$ cat src/rtl/ext_unit_pipe.sv
// Two-stage immediate extender: S1 clamps/masks/extends the raw field, S2 applies the mode shift and overflow flag.
// Latency 2, throughput 1, valid/ready at both ends; define EXT_STATS_EN to add the xfer_cnt transfer counter.
module ext_unit_pipe #(
    parameter int IN_W  = 26,
    parameter int OUT_W = 64,
    parameter int LEN_W = $clog2(IN_W + 1)
) (
    input  logic             clk,
    input  logic             reset,
    input  logic             in_valid,
    output logic             in_ready,
    input  logic [IN_W-1:0]  in_data,
    input  logic [LEN_W-1:0] in_len,
    input  logic [1:0]       in_mode,
    input  logic [1:0]       in_hw,
    output logic             out_valid,
    input  logic             out_ready,
    output logic [OUT_W-1:0] out_data,
    output logic             out_err
`ifdef EXT_STATS_EN
    ,
    output logic [31:0]      xfer_cnt
`endif
);

    localparam logic [LEN_W-1:0] IN_W_L = LEN_W'(IN_W);

    logic             s1_v_q;
    logic [OUT_W-1:0] s1_val_q, s1_val_d;
    logic [5:0]       s1_sh_q, s1_sh_d;
    logic             s1_err_q, s1_err_d;

    logic             s2_v_q;
    logic [OUT_W-1:0] s2_dat_q, s2_dat_d;
    logic             s2_err_q, s2_err_d;

    logic             s1_adv, s2_adv;
    logic [LEN_W-1:0] len_c;
    logic [OUT_W-1:0] keep;
    logic [IN_W-1:0]  data_sh;
    logic             sign;

    assign s2_adv   = !s2_v_q || out_ready;
    assign s1_adv   = !s1_v_q || s2_adv;
    assign in_ready = s1_adv;

    always_comb begin
        len_c    = (in_len > IN_W_L) ? IN_W_L : in_len;
        s1_err_d = (in_len > IN_W_L);
        keep     = ~({OUT_W{1'b1}} << len_c);
        // For len_c == 0 the shift amount wraps, but sign is gated off below.
        data_sh  = in_data >> (len_c - LEN_W'(1));
        sign     = (len_c != '0) && data_sh[0] && !in_mode[0];
        s1_val_d = (OUT_W'(in_data) & keep) | (sign ? ~keep : '0);
        case (in_mode)
            2'b10:   s1_sh_d = 6'd2;
            2'b11:   s1_sh_d = {in_hw, 4'b0000};
            default: s1_sh_d = 6'd0;
        endcase
    end

    always_comb begin
        s2_dat_d = s1_val_q << s1_sh_q;
        // Flag any set bit in the top s1_sh_q positions, which the shift pushes out.
        s2_err_d = s1_err_q || (|(s1_val_q & ~({OUT_W{1'b1}} >> s1_sh_q)));
    end

    always_ff @(posedge clk) begin
        if (!reset) begin
            s1_v_q   <= 1'b0;
            s1_val_q <= '0;
            s1_sh_q  <= '0;
            s1_err_q <= 1'b0;
            s2_v_q   <= 1'b0;
            s2_dat_q <= '0;
            s2_err_q <= 1'b0;
        end else begin
            if (s1_adv) begin
                s1_v_q   <= in_valid;
                s1_val_q <= s1_val_d;
                s1_sh_q  <= s1_sh_d;
                s1_err_q <= s1_err_d;
            end
            if (s2_adv) begin
                s2_v_q   <= s1_v_q;
                s2_dat_q <= s2_dat_d;
                s2_err_q <= s2_err_d;
            end
        end
    end

    assign out_valid = s2_v_q;
    assign out_data  = s2_dat_q;
    assign out_err   = s2_err_q;

`ifdef EXT_STATS_EN
    logic [31:0] xfer_cnt_q, xfer_cnt_d;

    assign xfer_cnt_d = xfer_cnt_q + 32'd1;

    always_ff @(posedge clk) begin
        if (!reset) begin
            xfer_cnt_q <= '0;
        end else if (in_valid && s1_adv) begin
            xfer_cnt_q <= xfer_cnt_d;
        end
    end

    assign xfer_cnt = xfer_cnt_q;
`endif

endmodule

$ cat config.mk
export PLATFORM = sky130hd
export DESIGN_NAME = ext_unit_pipe
export DESIGN_NICKNAME = d
export VERILOG_FILES = /design/src/rtl/ext_unit_pipe.sv
export SDC_FILE = /design/constraint.sdc
export NUM_CORES = 1
export LEC_CHECK = 0
export BUFFER_PORTS_ARGS = -buffer_cell sky130_fd_sc_hd__buf_2
export CORE_AREA = 5 5 132 134
export CTS_BUF_LIST = sky130_fd_sc_hd__clkbuf_4
export CTS_CLUSTER_DIAMETER = 100
export CTS_CLUSTER_SIZE = 30
export DETAILED_ROUTE_END_ITERATION = 8
export DIE_AREA = 0 0 137 139
export PLACE_DENSITY = 0.52
export SYNTH_ARGS = -nofsm -noshare
export SYNTH_HDL_FRONTEND = slang
export SYNTH_SLANG_ARGS = --single-unit
$ cat constraint.sdc
create_clock -name clk -period 6.1 [get_ports clk]
set_input_delay 0.61 -clock clk [delete_from_list [all_inputs] [get_ports clk]]
set_output_delay 0.61 -clock clk [all_outputs]
set_load 0.005 [all_outputs]
======== Word-level counts from Yosys, hierarchy flattened ========
Cells that the tools add are included.
word-level totals
  logic and storage cells ................. 34
  output and inout bits ................... 67
  input bits .............................. 39
  register bits after elaboration ......... 138
cells by class
  equality and inequality tests ........... 2
  bitwise operators ....................... 6
  multiplexer cells ....................... 3
  $lt $le $gt $ge ......................... 1
  reductions and logical operators ........ 10
  add/subtract/negate cells ............... 1
  shift operators ......................... 4
operators with widths
  cell                     count
  $not A64 Y64             3
  $and A26 B64 Y64         1
  $and A64 B64 Y64         1
  $mux W64                 1
  $or A64 B64 Y64          1
  $reduce_or A64 Y1        1
  $shl A64 B5 Y64 const A  1
  $shl A64 B6 Y64          1
  $shr A64 B6 Y64 const A  1
  $shr A26 B5 Y1           1
  $pmux W6 S2              1
  $gt A5 B5 Y1 const B     1
  $mux W5                  1
  $reduce_bool A5 Y1       1
  $sub A5 B1 Y5 const B    1
  $eq A2 B2 Y1 const B     2
  $logic_not A1 Y1         3
  $logic_or A1 B1 Y1       3
  $logic_and A1 B1 Y1      2

======== Logic depth before layout (Yosys ltp) ========
Gate-level depths: netlist of run 1.
  depth in word-level cells ............... 8
  mapped depth ............................ 14
  depth with buffers taken out ............ 11

======== Worst setup path after synthesis of run 1 ========
OpenSTA, ideal clock, no wires.
  kind .................................... input-to-reg
  start ................................... input port in_len[3]
  end ..................................... register s1_val_q[21]
  data arrival time ....................... 3108 ps
  buffers on the path ..................... 4
  setup time .............................. 79 ps
  stages .................................. 12
  setup slack ............................. 2913 ps
  path through ............................ buf_4 clkbuf_1 nand2_1 o21bai_1 ha_1 buf_1 mux2i_1 mux4_1 o21a_1 o311a_4 buf_6 a211oi_2
on the way
  longest elaborated chain between the ends .. 8
ends and longest elaborated chain
  item                               RTL line  source
  from (decl)                        13        input logic [LEN_W-1:0] in_len,
  $gt A5 B5 Y1                       48        len_c = (in_len > IN_W_L) ? IN_W_L : in_len;
  $mux W5 *                          48
  $sub A5 B1 Y5                      52        data_sh = in_data >> (len_c - LEN_W'(1));
  $shr A26 B5 Y1                     52
  $logic_and A1 B1 Y1 (2 in series)  53        sign = (len_c != '0) && data_sh[0] && !in_mode[0];
  $mux W64                           54        s1_val_d = (OUT_W'(in_data) & keep) | (sign ? ~keep : '0);
  $or A64 B64 Y64 *                  54
  to (signal assigned)               80        s1_val_q <= s1_val_d;
  to (decl)                          29        logic [OUT_W-1:0] s1_val_q, s1_val_d;
Every way passes the cells marked *; elsewhere a longest branch is shown, timed or not.
A chain may end at the register's enable or synchronous reset.

======== Final worst setup path of run 1 ========
  start ................................... register s2_v_q, in the netlist out_valid
  end ..................................... output port in_ready
on the way
  longest elaborated chain between the ends .. 3
ends and longest elaborated chain
  item                    RTL line  source
  from (decl)             33        logic s2_v_q;
  from (signal assigned)  85        s2_v_q <= s1_v_q;
  $logic_not A1 Y1        43        assign s2_adv = !s2_v_q || out_ready;
  $logic_or A1 B1 Y1      43
  $logic_or A1 B1 Y1      44        assign s1_adv = !s1_v_q || s2_adv;
  to (decl)               11        output logic in_ready,
Every way passes these cells.

==> summary.txt, run 1 <==
CTS
  • Total clock buffers created by CTS: 9
  • CTS tree: yes
  • Cell at the root of the clock tree: clkbuf_4
  • Post-cts resize count: 0
  • Number of buffers inserted by post-CTS setup repair: 0
  • Sink count of the clock tree: 103
  • Clock latency at the later pin of the worst-skew pair: about 500 ps
  • Number of buffers inserted for hold repair after clock tree synthesis: 0
  • CTS H-tree depth: 3
  • Number of buffers on the longest clock path: 2
  • CTS clock-pin slew for the worst setup and hold paths: roughly 180 ps

Flow run
  • Max Cap Viol: 0

Logic synthesis
  • Number of enable-type register cells in the synthesized netlist: 0
  • Number of nets produced by synthesis: between 600 and 700
  • Seq/Total Area, Yosys: a little under two fifths
  • Mapped Area: 0.00547 mm²
  • Cell types with the highest counts after synthesis: dfxtp_1 (103), o21ai_0 (73), a21oi_1 (66)
  • Cell count after synthesis: roughly 640
  • FFs w/ async S/R, synth: 0%
  • Number of different library cells in the post-synthesis netlist: 61
  • Cell with the most instances after synthesis: dfxtp_1
  • Mapped Avg Cell Area: 8.51 µm²
  • Count of state elements after synthesis: between 100 and 150
  • Top cells by area in the synthesized netlist: dfxtp_1 (38%), o21ai_0 (6.7%), a21oi_1 (6.0%)
  • YS warnings: 0
  • Top_reg_cell synth: dfxtp_1
  • Share of Yosys cell area claimed by the top area cell type: a little under two fifths
  • Leading area contributor after synthesis: dfxtp_1

Die
  • Die Span Y: about 140 µm
  • Die Wd: roughly 140 µm
  • Area of the core region: about 0.016 mm²
  • Starting utilization of the core area: between 30% and 40%
  • Number of top-level pins: around 110
  • Area of the die: approximately 0.019 mm²
  • Cell row count: 47

Power and ir drop
  • Power Total: 1.50 mW
  • Leakage power: ~2.4 nW
  • Max IR drop VDD: between 80 and 90 µV
  • Pwr dens: 241 mW/mm²

Detailed routing
  • Starting DRT DRC Count: 480
  • DRC violation count after routing: 0
  • First-pass iteration count of the detailed router: 5
  • Average via count per standard cell: approximately 5.5
  • Vias after detailed routing: 5113
  • Detail-routed net length per standard cell: 19.2 µm
  • Post-DRT Antenna Nets: 0
  • Routed Wire Length: between 15 and 20 mm

Setup path
  • Crit-path cells: nor2b_4, buf_4, and2_1, buf_4, inv_1, buf_2
  • Worst Path Arrival: around 3000 ps
  • Crit path max fanout: 63
  • Crit Path Class: flop to output pin
  • Launching element type of the critical path: flop
  • Cell with the most instances on the worst path: buf_4
  • Setup crit end kind: output pin
  • WP data required: 5490 ps
  • Library cell contributing the largest single delay on the critical path: buf_4
  • CP peak stage delay: 520 ps

Outcome
  • Run status: finished clean

Place
  • Half-perimeter wire length of the detailed placement result: between 10 and 15 mm
  • Routability-driven placement congestion ratio: between 0.8 and 0.9
  • Number of I/O port buffers: between 100 and 150
  • Count of placed standard cells including taps: roughly 910

STA
  • Worst Max-Slew Pin Slew: between 900 and 1000 ps
  • Slew Viols, Final: 0
  • Hold Slack: ~350 ps
  • Number of hold violations in the final report: 0
  • Number of setup violations in the final report: 0
  • Final setup TNS: 0 ps
  • Period Utilization, post-route: around three fifths
  • Minimum clock period: about 3500 ps
  • Worst setup skew after layout: 36.2 ps
  • Setup repair after global routing missed its margin: false
  • Achievable Freq: 0.282 GHz
  • Max_slew headroom: between 30% and 40%

Global routing
  • Number of antenna violations at the first check in global routing: 1
  • GRT Resource Usage Total: 18.7%
  • Overflow left after global routing: 0
  • Maximum number of pins on one net before global-route repair: approximately 110
  • Number of global-route vias before repair: approximately 4800
  • Global-route wire length before repair: about 28 mm

Final layout
  • Post-layout util: ~38%
  • Number of nets in the layout: 745
  • Number of fill cells: 1654
  • Post-Layout Cell Count: 928
  • Layout cells sized above 1: a little under a quarter
  • Area delta synth->final: 13.8%

Hold path
  • Min-Delay Path Class: primary input to flop
[path summary, 6_finish.rpt]
kind,from,cells after the start,slack [ps],endpoint
setup / recovery,out_valid,6,2560,in_ready
hold / removal,in_valid,2,350,s1_v_q
setup reg to reg,out_valid,8,2950,s1_val_q[3]
hold reg to reg,out_data[1],2,480,out_data[1]
[cells by family (layout without fill, tap and decap cells)]
| kind of cell | count (synthesis) | count (layout) | share of synthesized area [%] |
|---|---|---|---|
| xor gates and xnor gates | 3 | 3 | 0.480 |
| and+or+nand+nor | 191 | 191 | 18.3 |
| muxes | 45 | 45 | 10.0 |
| adders and majority gates | 4 | 4 | 0.915 |
| other | 0 | 1 | 0 |
| AOI/OAI and AO/OA | 225 | 225 | 26.9 |
| DFF | 103 | 103 | 37.7 |
| buffers and inverters | 72 | 136 | 5.72 |
[metrics by stage]
stage | setup slack (ps) | cell area [µm²]
global route | 2310 | 6220
floorplan | 2910 | 5470
global placement | 2780 | 6050
finish | 2560 | 6220
detailed placement | 2710 | 6050
CTS | 2500 | 6220
[cell usage in the layout (no fill, tap or decap), types with 5 or more instances in the layout]
cell type / Yosys / routed
buf_4: 2 / 8
nand3_1: 12 / 12
nand2b_1: 7 / 7
mux2i_1: 28 / 28
a22oi_1: 16 / 16
inv_1: 7 / 7
nor4_1: 18 / 18
dfxtp_1: 103 / 101
a211oi_1: 6 / 6
or4_1: 5 / 5
and2_1: 7 / 7
clkbuf_4: 0 / 10
a32oi_1: 9 / 9
nor2b_1: 32 / 31
a21oi_1: 66 / 66
nand2_1: 20 / 20
nor3_1: 22 / 22
buf_2: 1 / 105
o21ai_0: 73 / 73
mux2_2: 11 / 11
nor2_1: 49 / 49
a21boi_0: 8 / 8
[where the power goes]
group / total [mW] / switching, mW / internal (mW)
clock network: 0.418 / 0.244 / 0.174
logic: 0.313 / 0.182 / 0.131
registers: 0.769 / 0.0465 / 0.722
[registers in the layout (all words and copies together) (netlist names)]
signal / cells
s1_err_q: 1
s1_v_q: 1
out_err: 1
s1_sh_q: 3
out_valid: 1
s1_val_q: 32
out_data: 64
[metal layers]
layer  vias up  GRT usage [%]  part of all wire, %
met5         -              0                    0
met4         0           6.20                  2.0
met3        29           2.50                  5.0
met2       159           29.8                   47
met1      2439           26.1                   46
li1       2486              -                    -
[worst max-delay path: cells and delay by family (launching register included)]
family                 cells  cell delay, ps
flip-flops                 1             420
AND/OR/NAND/NOR            2             360
buffers and inverters      4            1620
[area by class of cell]
class                   count  area, µm²  area share [%]
multi-input cells         468       3100            49.9
flip-flops and latches    103       2060            33.2
repair buffers            113        586            9.41
well taps                 220        275            4.42
clock inverters             6       91.3            1.47
clock buffers              10       75.1            1.21
inverters                   7       26.3           0.422
diodes                      1       2.50          0.0402
Note: power is estimated with default switching activity, not from simulation.
==> run 2, diff against run 1 <==
--- a/config.mk
+++ b/config.mk
@@ -5,6 +5,7 @@
 export SDC_FILE = /design/constraint.sdc
 export NUM_CORES = 1
 export LEC_CHECK = 0
+export ABC_AREA = 1
 export BUFFER_PORTS_ARGS = -buffer_cell sky130_fd_sc_hd__buf_2
 export CORE_AREA = 5 5 132 134
 export CTS_BUF_LIST = sky130_fd_sc_hd__clkbuf_4
==> constraint.sdc (replaced) <==
create_clock -name clk -period 3.3 [get_ports clk]
set_input_delay 0.33 -clock clk [delete_from_list [all_inputs] [get_ports clk]]
set_output_delay 0.33 -clock clk [all_outputs]
set_load 0.005 [all_outputs]
==> run 2 against run 1 <==
Compared with the run above: register-to-register slack got worse by 2200 ps; combinational power increased by 95%; hold slack got worse by 300 ps; clock skew decreased by 13 ps; non-clock buffer count increased by 11; critical path depth decreased by 1; die area unchanged; clock power increased by 82%; wire length increased by 3.9%; power increased by 85%.
==> summary.txt, run 2 <==
Outcome
  • Run status: finished clean

Die
  • Die Wd: 137 µm (unchanged)
  • Number of top-level pins: 106 (unchanged)
  • Die Span Y: 139 µm (unchanged)
  • Cell row count: 47 (unchanged)
  • Area of the die: 0.0190 mm² (unchanged)
  • Starting utilization of the core area: 34.0% (+0.15 points)
  • Area of the core region: 0.0162 mm² (unchanged)

Detailed routing
  • Routed Wire Length: 18.5 mm (+3.9%)
  • Vias after detailed routing: 5723 (+12%)
  • Starting DRT DRC Count: 382 (-20%)
  • DRC violation count after routing: 0 (unchanged)
  • Post-DRT Antenna Nets: 0 (unchanged)
  • Detail-routed net length per standard cell: 16.3 µm (-15%)
  • First-pass iteration count of the detailed router: 7 (+2)
  • Average via count per standard cell: 5.05 (-8.3%)

Final layout
  • Flip-flop count of the largest register, all copies and words added: 64 (unchanged)
  • Commonest non-fill, non-tap cells in the layout: nand2_1 (200), a21oi_1 (117), o21ai_0 (116)
  • Non-Filler Cell Area, Final: 0.00633 mm² (+1.7%)
  • Number of nets in the layout: 950 (+28%)
  • Post-Layout Cell Count: 1133 (+22%)
  • Post-layout util: 39.2% (+0.67 points)
  • Leading cell type in the layout, fill and taps excluded: nand2_1
  • Layout cells sized above 1: 18.8% (-5.2 points)
  • Area delta synth->final: 15.2%

CTS
  • Sink count of the clock tree: 103 (unchanged)
  • CTS clock-pin slew for the worst setup and hold paths: 160 ps (-20 ps)
  • CTS H-tree depth: 3 (unchanged)
  • Cell at the root of the clock tree: clkbuf_4
  • Post-cts resize count: 0 (unchanged)
  • Clock latency at the later pin of the worst-skew pair: 480 ps (-20 ps)
  • Number of buffers inserted for hold repair after clock tree synthesis: 0 (unchanged)
  • Number of buffers on the longest clock path: 2 (unchanged)
  • CTS tree: yes
  • Number of buffers inserted by post-CTS setup repair: 0 (unchanged)
  • Total clock buffers created by CTS: 9 (unchanged)

Global routing
  • Maximum number of pins on one net before global-route repair: 58 (-45%)
  • Global-route wire length before repair: 29.4 mm (+4.8%)
  • Number of antenna violations at the first check in global routing: 1 (unchanged)
  • GRT Resource Usage Total: 19.3% (+0.51 points)
  • Number of global-route vias before repair: 5456 (+13%)
  • Overflow left after global routing: 0 (unchanged)

Place
  • Instance area after placement: 0.00616 mm² (+1.8%)
  • Routability-driven placement congestion ratio: 0.879 (+3.8%)
  • Count of placed standard cells including taps: 1116 (+23%)
  • Post-placement worst setup slack: 414 ps (-2290 ps)
  • Half-perimeter wire length of the detailed placement result: 13.8 mm (+7.1%)
  • Number of I/O port buffers: 105 (unchanged)

Setup path
  • Launching element type of the critical path: flop
  • Crit Path Class: flop to flop
  • Library cell contributing the largest single delay on the critical path: dfxtp_1
  • Worst Path Arrival: 2930 ps (about the same)
  • Crit path max fanout: 26 (-59%)
  • Total buffers and inverters traversed by the critical path: 1 (-3)
  • Cell with the most instances on the worst path: o21ai_0
  • CP peak stage delay: 740 ps (+220 ps)
  • Cell family with the largest share of critical-path delay: compound AO/OA/AOI/OAI gates
  • Setup crit end kind: flop
  • Crit-path cells: clkinv_1, o21ai_0, o21ai_0, nand2_1, a21oi_1
  • WP data required: 3630 ps (-1860 ps)

STA
  • Worst Setup Slack, final: 705 ps (-1850 ps)
  • Minimum clock period: roughly 2600 ps
  • Number of hold violations in the final report: 0 (unchanged)
  • Achievable Freq: around 0.39 GHz
  • Worst setup skew after layout: 23.1 ps (-13.1 ps)
  • Worst Max-Slew Pin Slew: 830 ps (-147 ps)
  • Final setup TNS: 0 ps (unchanged)
  • Number of setup violations in the final report: 0 (unchanged)
  • Setup repair after global routing missed its margin: false
  • Period Utilization, post-route: 78.6%
  • Max_slew headroom: 44.6% (+9.7 points)
  • Slew Viols, Final: 0 (unchanged)

Power and ir drop
  • Max IR drop VDD: 163 µV (+89%)
  • Leakage power: 2.75 nW (+13%)
  • Pwr dens: 438 mW/mm² (+82%)

Logic synthesis
  • Number of nets produced by synthesis: 873 (+27%)
  • Count of state elements after synthesis: 103 (unchanged)
  • Top_reg_cell synth: dfxtp_1
  • Top cells by area in the synthesized netlist: dfxtp_1 (38%), nand2_1 (14%), a21oi_1 (11%)
  • Cell count after synthesis: 830 (+29%)
  • YS warnings: 0 (unchanged)
  • FFs w/ async S/R, synth: 0% (unchanged)
  • Seq/Total Area, Yosys: 37.5% (-0.17 points)
  • Leading area contributor after synthesis: dfxtp_1
  • Mapped Area: 0.00550 mm² (+0.46%)
  • Share of Yosys cell area claimed by the top area cell type: 37.5% (-0.17 points)
  • Number of enable-type register cells in the synthesized netlist: 0 (unchanged)
  • Number of different library cells in the post-synthesis netlist: 31 (-49%)
  • Mapped Avg Cell Area: 6.62 µm² (-22%)
  • Cell with the most instances after synthesis: nand2_1
  • Cell types with the highest counts after synthesis: nand2_1 (200), a21oi_1 (117), o21ai_0 (116)

Hold path
  • Min-Delay Path Class: primary input to flop

Flow run
  • Max Cap Viol: 0 (unchanged)
[run 2: cells by family (layout without fill, tap and decap cells)]
group,Yosys count,after routing,synth area share [%]
AO/OA/AOI/OAI,269,269,25.9
adder cells (fa/ha/maj),4,4,0.911
buffers and inverters,136,218,10.4
flip-flops,103,103,37.5
multiplexers,2,2,0.364
other,0,1,0
AND/OR/NAND/NOR,316,316,24.9
[run 2: metrics by stage]
| stage | power (mW) | hold slack (ps) |
|---|---|---|
| 3_5_place_dp | 2.04 | 453 |
| 5_1_grt | 2.92 | 31.4 |
| 3_3_place_gp | 2.04 | 451 |
| 2_1_floorplan | 1.81 | 436 |
| 4_1_cts | 2.79 | 28.7 |
| 6_report | 2.77 | 53.2 |
[run 2: power breakdown]
part / leakage [nW] / switching [mW] / internal (mW) / total, mW
combinational: 1.81 / 0.396 / 0.215 / 0.611
sequential: 0.845 / 0.0649 / 1.33 / 1.40
clock: 0.0882 / 0.418 / 0.342 / 0.760
[run 2: per-layer routing]
layer	GRT usage, %	up-vias	wire, µm
li1	-	2908	-
met1	26.9	2633	8840
met2	30.5	156	8410
met3	3.12	26	852
met4	5.67	0	352
met5	0	-	0
[run 2: cell type report]
type                    count  area [µm²]
well taps                 220         275
clock inverters             3        67.6
fillers                  1807        9840
inverters                  78         293
clock buffers              13        97.6
multi-input cells         591        2870
diodes                      1        2.50
flip-flops and latches    103        2060
repair buffers            124         668
[run 2: path summary, 6_finish.rpt]
path | to | start | slack [ps] | cells past startpoint
setup / recovery | out_data[22] | s1_sh_q[1] | 700 | 5
hold / removal | s1_v_q | in_valid | 50 | 2
setup reg to reg | out_data[22] | s1_sh_q[1] | 700 | 5
hold reg to reg | out_data[29] | out_data[29] | 470 | 2
==> run 3, diff against run 2 <==
==> constraint.sdc (replaced) <==
create_clock -name clk -period 2.7 [get_ports clk]
set_input_delay 0.27 -clock clk [delete_from_list [all_inputs] [get_ports clk]]
set_output_delay 0.27 -clock clk [all_outputs]
set_load 0.005 [all_outputs]
==> run 3 against run 2 <==
Compared with the run above: hold slack improved by 10 ps; global-route usage is 0.26 points higher; via count grew 1.1%; final area rose by 0.14%; first-iteration DRC count decreased by 16%; non-clock buffer count grew 7.
==> summary.txt, run 3 (same netlist as run 2, synthesis figures left out) <==
Outcome
  • Run status: finished clean

Hold path
  • Min-Delay Path Class: primary input to flop
  • Cells on Worst Hold Path: 3 (+1)
  • Capture endpoint of the worst hold path: s1_sh_q[4]
  • Origin of the worst min-delay path: in_mode[1]

Final layout
  • Area delta synth->final: 15.4%
  • Layout cells sized above 1: 19.1% (+0.31 points)
  • Area used by sequential logic in the layout: 0.00206 mm² (unchanged)
  • Flip-flop count of the largest register, all copies and words added: 64 (unchanged)
  • Post-Layout Cell Count: 1139 (+0.53%)
  • Non-Filler Cell Area, Final: 0.00634 mm² (+0.14%)
  • Area taken by multi-input logic gates: 0.00287 mm² (unchanged)
  • Leading cell type in the layout, fill and taps excluded: nand2_1
  • Number of nets in the layout: 957 (+0.74%)
  • Commonest non-fill, non-tap cells in the layout: nand2_1 (200), a21oi_1 (117), o21ai_0 (116)
  • Number of fill cells: 1844 (+2.0%)

CTS
  • Clock latency at the later pin of the worst-skew pair: 490 ps (about the same)
  • CTS clock-pin slew for the worst setup and hold paths: 160 ps (about the same)
  • Total clock buffers created by CTS: 9 (unchanged)
  • Post-cts resize count: 0 (unchanged)
  • Sink count of the clock tree: 103 (unchanged)
  • CTS tree: yes
  • Number of buffers on the longest clock path: 2 (unchanged)
  • CTS H-tree depth: 3 (unchanged)
  • Cell at the root of the clock tree: clkbuf_4

Setup path
  • R2R setup slack: 670 ps (-30 ps)
  • Crit-path cells: inv_1, nor2_2, inv_1, nor2_1, inv_1, buf_2
  • Crit path max fanout: 36 (+38%)
  • Reg2reg start: s1_sh_q[1]
  • Crit Path Class: flop to output pin
  • Launching element type of the critical path: flop
  • Worst reg2reg path endpoint: out_data[23]
  • Library cell contributing the largest single delay on the critical path: inv_1
  • Cell with the most instances on the worst path: inv_1
  • CP peak stage delay: 680 ps (-60 ps)
  • R2r worst-path depth: 6 (+1)
  • WP data required: 2430 ps (-1200 ps)
  • Setup crit end kind: output pin
  • Worst Path Arrival: 1980 ps (-950 ps)

Place
  • Half-perimeter wire length of the detailed placement result: 13.8 mm (+0.17%)
  • Count of placed standard cells including taps: 1122 (+0.54%)
  • Post-placement worst setup slack: 6.42 ps (-408 ps)
  • Number of I/O port buffers: 105 (unchanged)
  • Routability-driven placement congestion ratio: 0.926 (+5.3%)
  • Instance area after placement: 0.00622 mm² (+0.93%)

Detailed routing
  • Starting DRT DRC Count: 319 (-16%)
  • Routed Wire Length: 18.4 mm (-0.55%)
  • Average via count per standard cell: 5.08 (+0.59%)
  • First-pass iteration count of the detailed router: 4 (-3)
  • DRC violation count after routing: 0 (unchanged)
  • Vias after detailed routing: 5787 (+1.1%)
  • Detail-routed net length per standard cell: 16.1 µm (-1.1%)
  • Post-DRT Antenna Nets: 0 (unchanged)

Die
  • Starting utilization of the core area: 34.0% (unchanged)
  • Cell row count: 47 (unchanged)
  • Die Wd: 137 µm (unchanged)
  • Area of the core region: 0.0162 mm² (unchanged)
  • Number of top-level pins: 106 (unchanged)
  • Die Span Y: 139 µm (unchanged)
  • Area of the die: 0.0190 mm² (unchanged)

Power and ir drop
  • Max IR drop VDD: 175 µV (+7.1%)
  • Clk pwr share: 22.4% (-5.0 points)
  • Pint: 2.10 mW (+11%)
  • Fraction of power spent switching nets: 33.9% (+2.2 points)
  • Pwr dens: 502 mW/mm² (+15%)
  • Proportion of power drawn by flip-flops and latches: 53.7% (+3.2 points)
  • Power Total: 3.18 mW (+15%)
  • Leakage power: 2.75 nW (+0.20%)
  • Power spent charging and discharging nets: 1.08 mW (+23%)
  • Comb pwr share: 23.9% (+1.8 points)

STA
  • Achievable Freq: roughly 0.45 GHz
  • Number of setup violations in the final report: 0 (unchanged)
  • Period Utilization, post-route: a little over four fifths
  • Worst Setup Slack, final: 453 ps (-252 ps)
  • Worst setup skew after layout: 17.8 ps (-5.33 ps)
  • Final setup TNS: 0 ps (unchanged)
  • Slew Viols, Final: 0 (unchanged)
  • Minimum clock period: roughly 2200 ps
  • Setup repair after global routing missed its margin: false
  • Worst Max-Slew Pin Slew: 939 ps (+110 ps)
  • Max_slew headroom: 37.3% (-7.3 points)
  • Number of hold violations in the final report: 0 (unchanged)

Flow run
  • Max Cap Viol: 0 (unchanged)

Global routing
  • Maximum number of pins on one net before global-route repair: 58 (unchanged)
  • Overflow left after global routing: 0 (unchanged)
  • GRT Resource Usage Total: 19.5% (+0.26 points)
  • Number of global-route vias before repair: 5486 (+0.55%)
  • Global-route wire length before repair: 29.8 mm (+1.4%)
  • Number of antenna violations at the first check in global routing: 1 (unchanged)
[run 3: critical path, delay by kind of cell (launching register included)]
kind | cells | cell delay (ps)
buf+inv | 4 | 1050
flops | 1 | 340
simple gates | 2 | 90
[run 3: how the worst max path moves through the flow]
stage | start | endpoint | slack (ps) | depth (start not counted)
3_5_place_dp | in_len[2] | s1_val_q[28] | 6 | 19
5_1_grt | in_len[3] | s1_val_q[26] | 210 | 19
2_1_floorplan | in_len[4] | s1_val_q[16] | 250 | 20
3_3_place_gp | in_len[2] | s1_val_q[28] | 70 | 18
4_1_cts | out_valid | in_ready | 430 | 6
6_report | out_valid | in_ready | 450 | 6
[run 3: through the flow]
step / hold WS, ps / utilization (%)
CTS: 22.0 / 39.2
detailed placement: 452 / 38.5
finish: 63.3 / 39.2
floorplan: 394 / -
global route: 54.0 / 39.2
global placement: 451 / 38.5
[run 3: repair_timing]
item	in CTS	in global routing
hold endpoints to repair	1	0
buffers inserted	0	0
hold buffers	1	0
[run 3: metal layers]
layer	global-route usage, %	wire length, µm	vias to the layer above
li1	-	-	2920
met1	27.5	8790	2687
met2	30.5	8350	151
met3	3.30	868	29
met4	5.83	354	0
met5	0	0	-
[run 3: layout make-up]
cell class	instances	area share, %
timing repair buffer	131	11.6
inverter	78	4.62
multi-input combinational	591	45.2
clock inverter	4	0.375
antenna	1	0.0395
sequential	103	32.5
clock buffer	11	1.30
tap	220	4.34
[run 3: power groups by stage]
stage	registers (mW)	clock network, mW	logic (mW)
6_report	1.71	0.712	0.759
5_1_grt	1.72	0.794	0.856
4_1_cts	1.71	0.742	0.761
3_5_place_dp	1.74	0	0.757
3_3_place_gp	1.74	0	0.757
2_1_floorplan	1.72	0	0.491
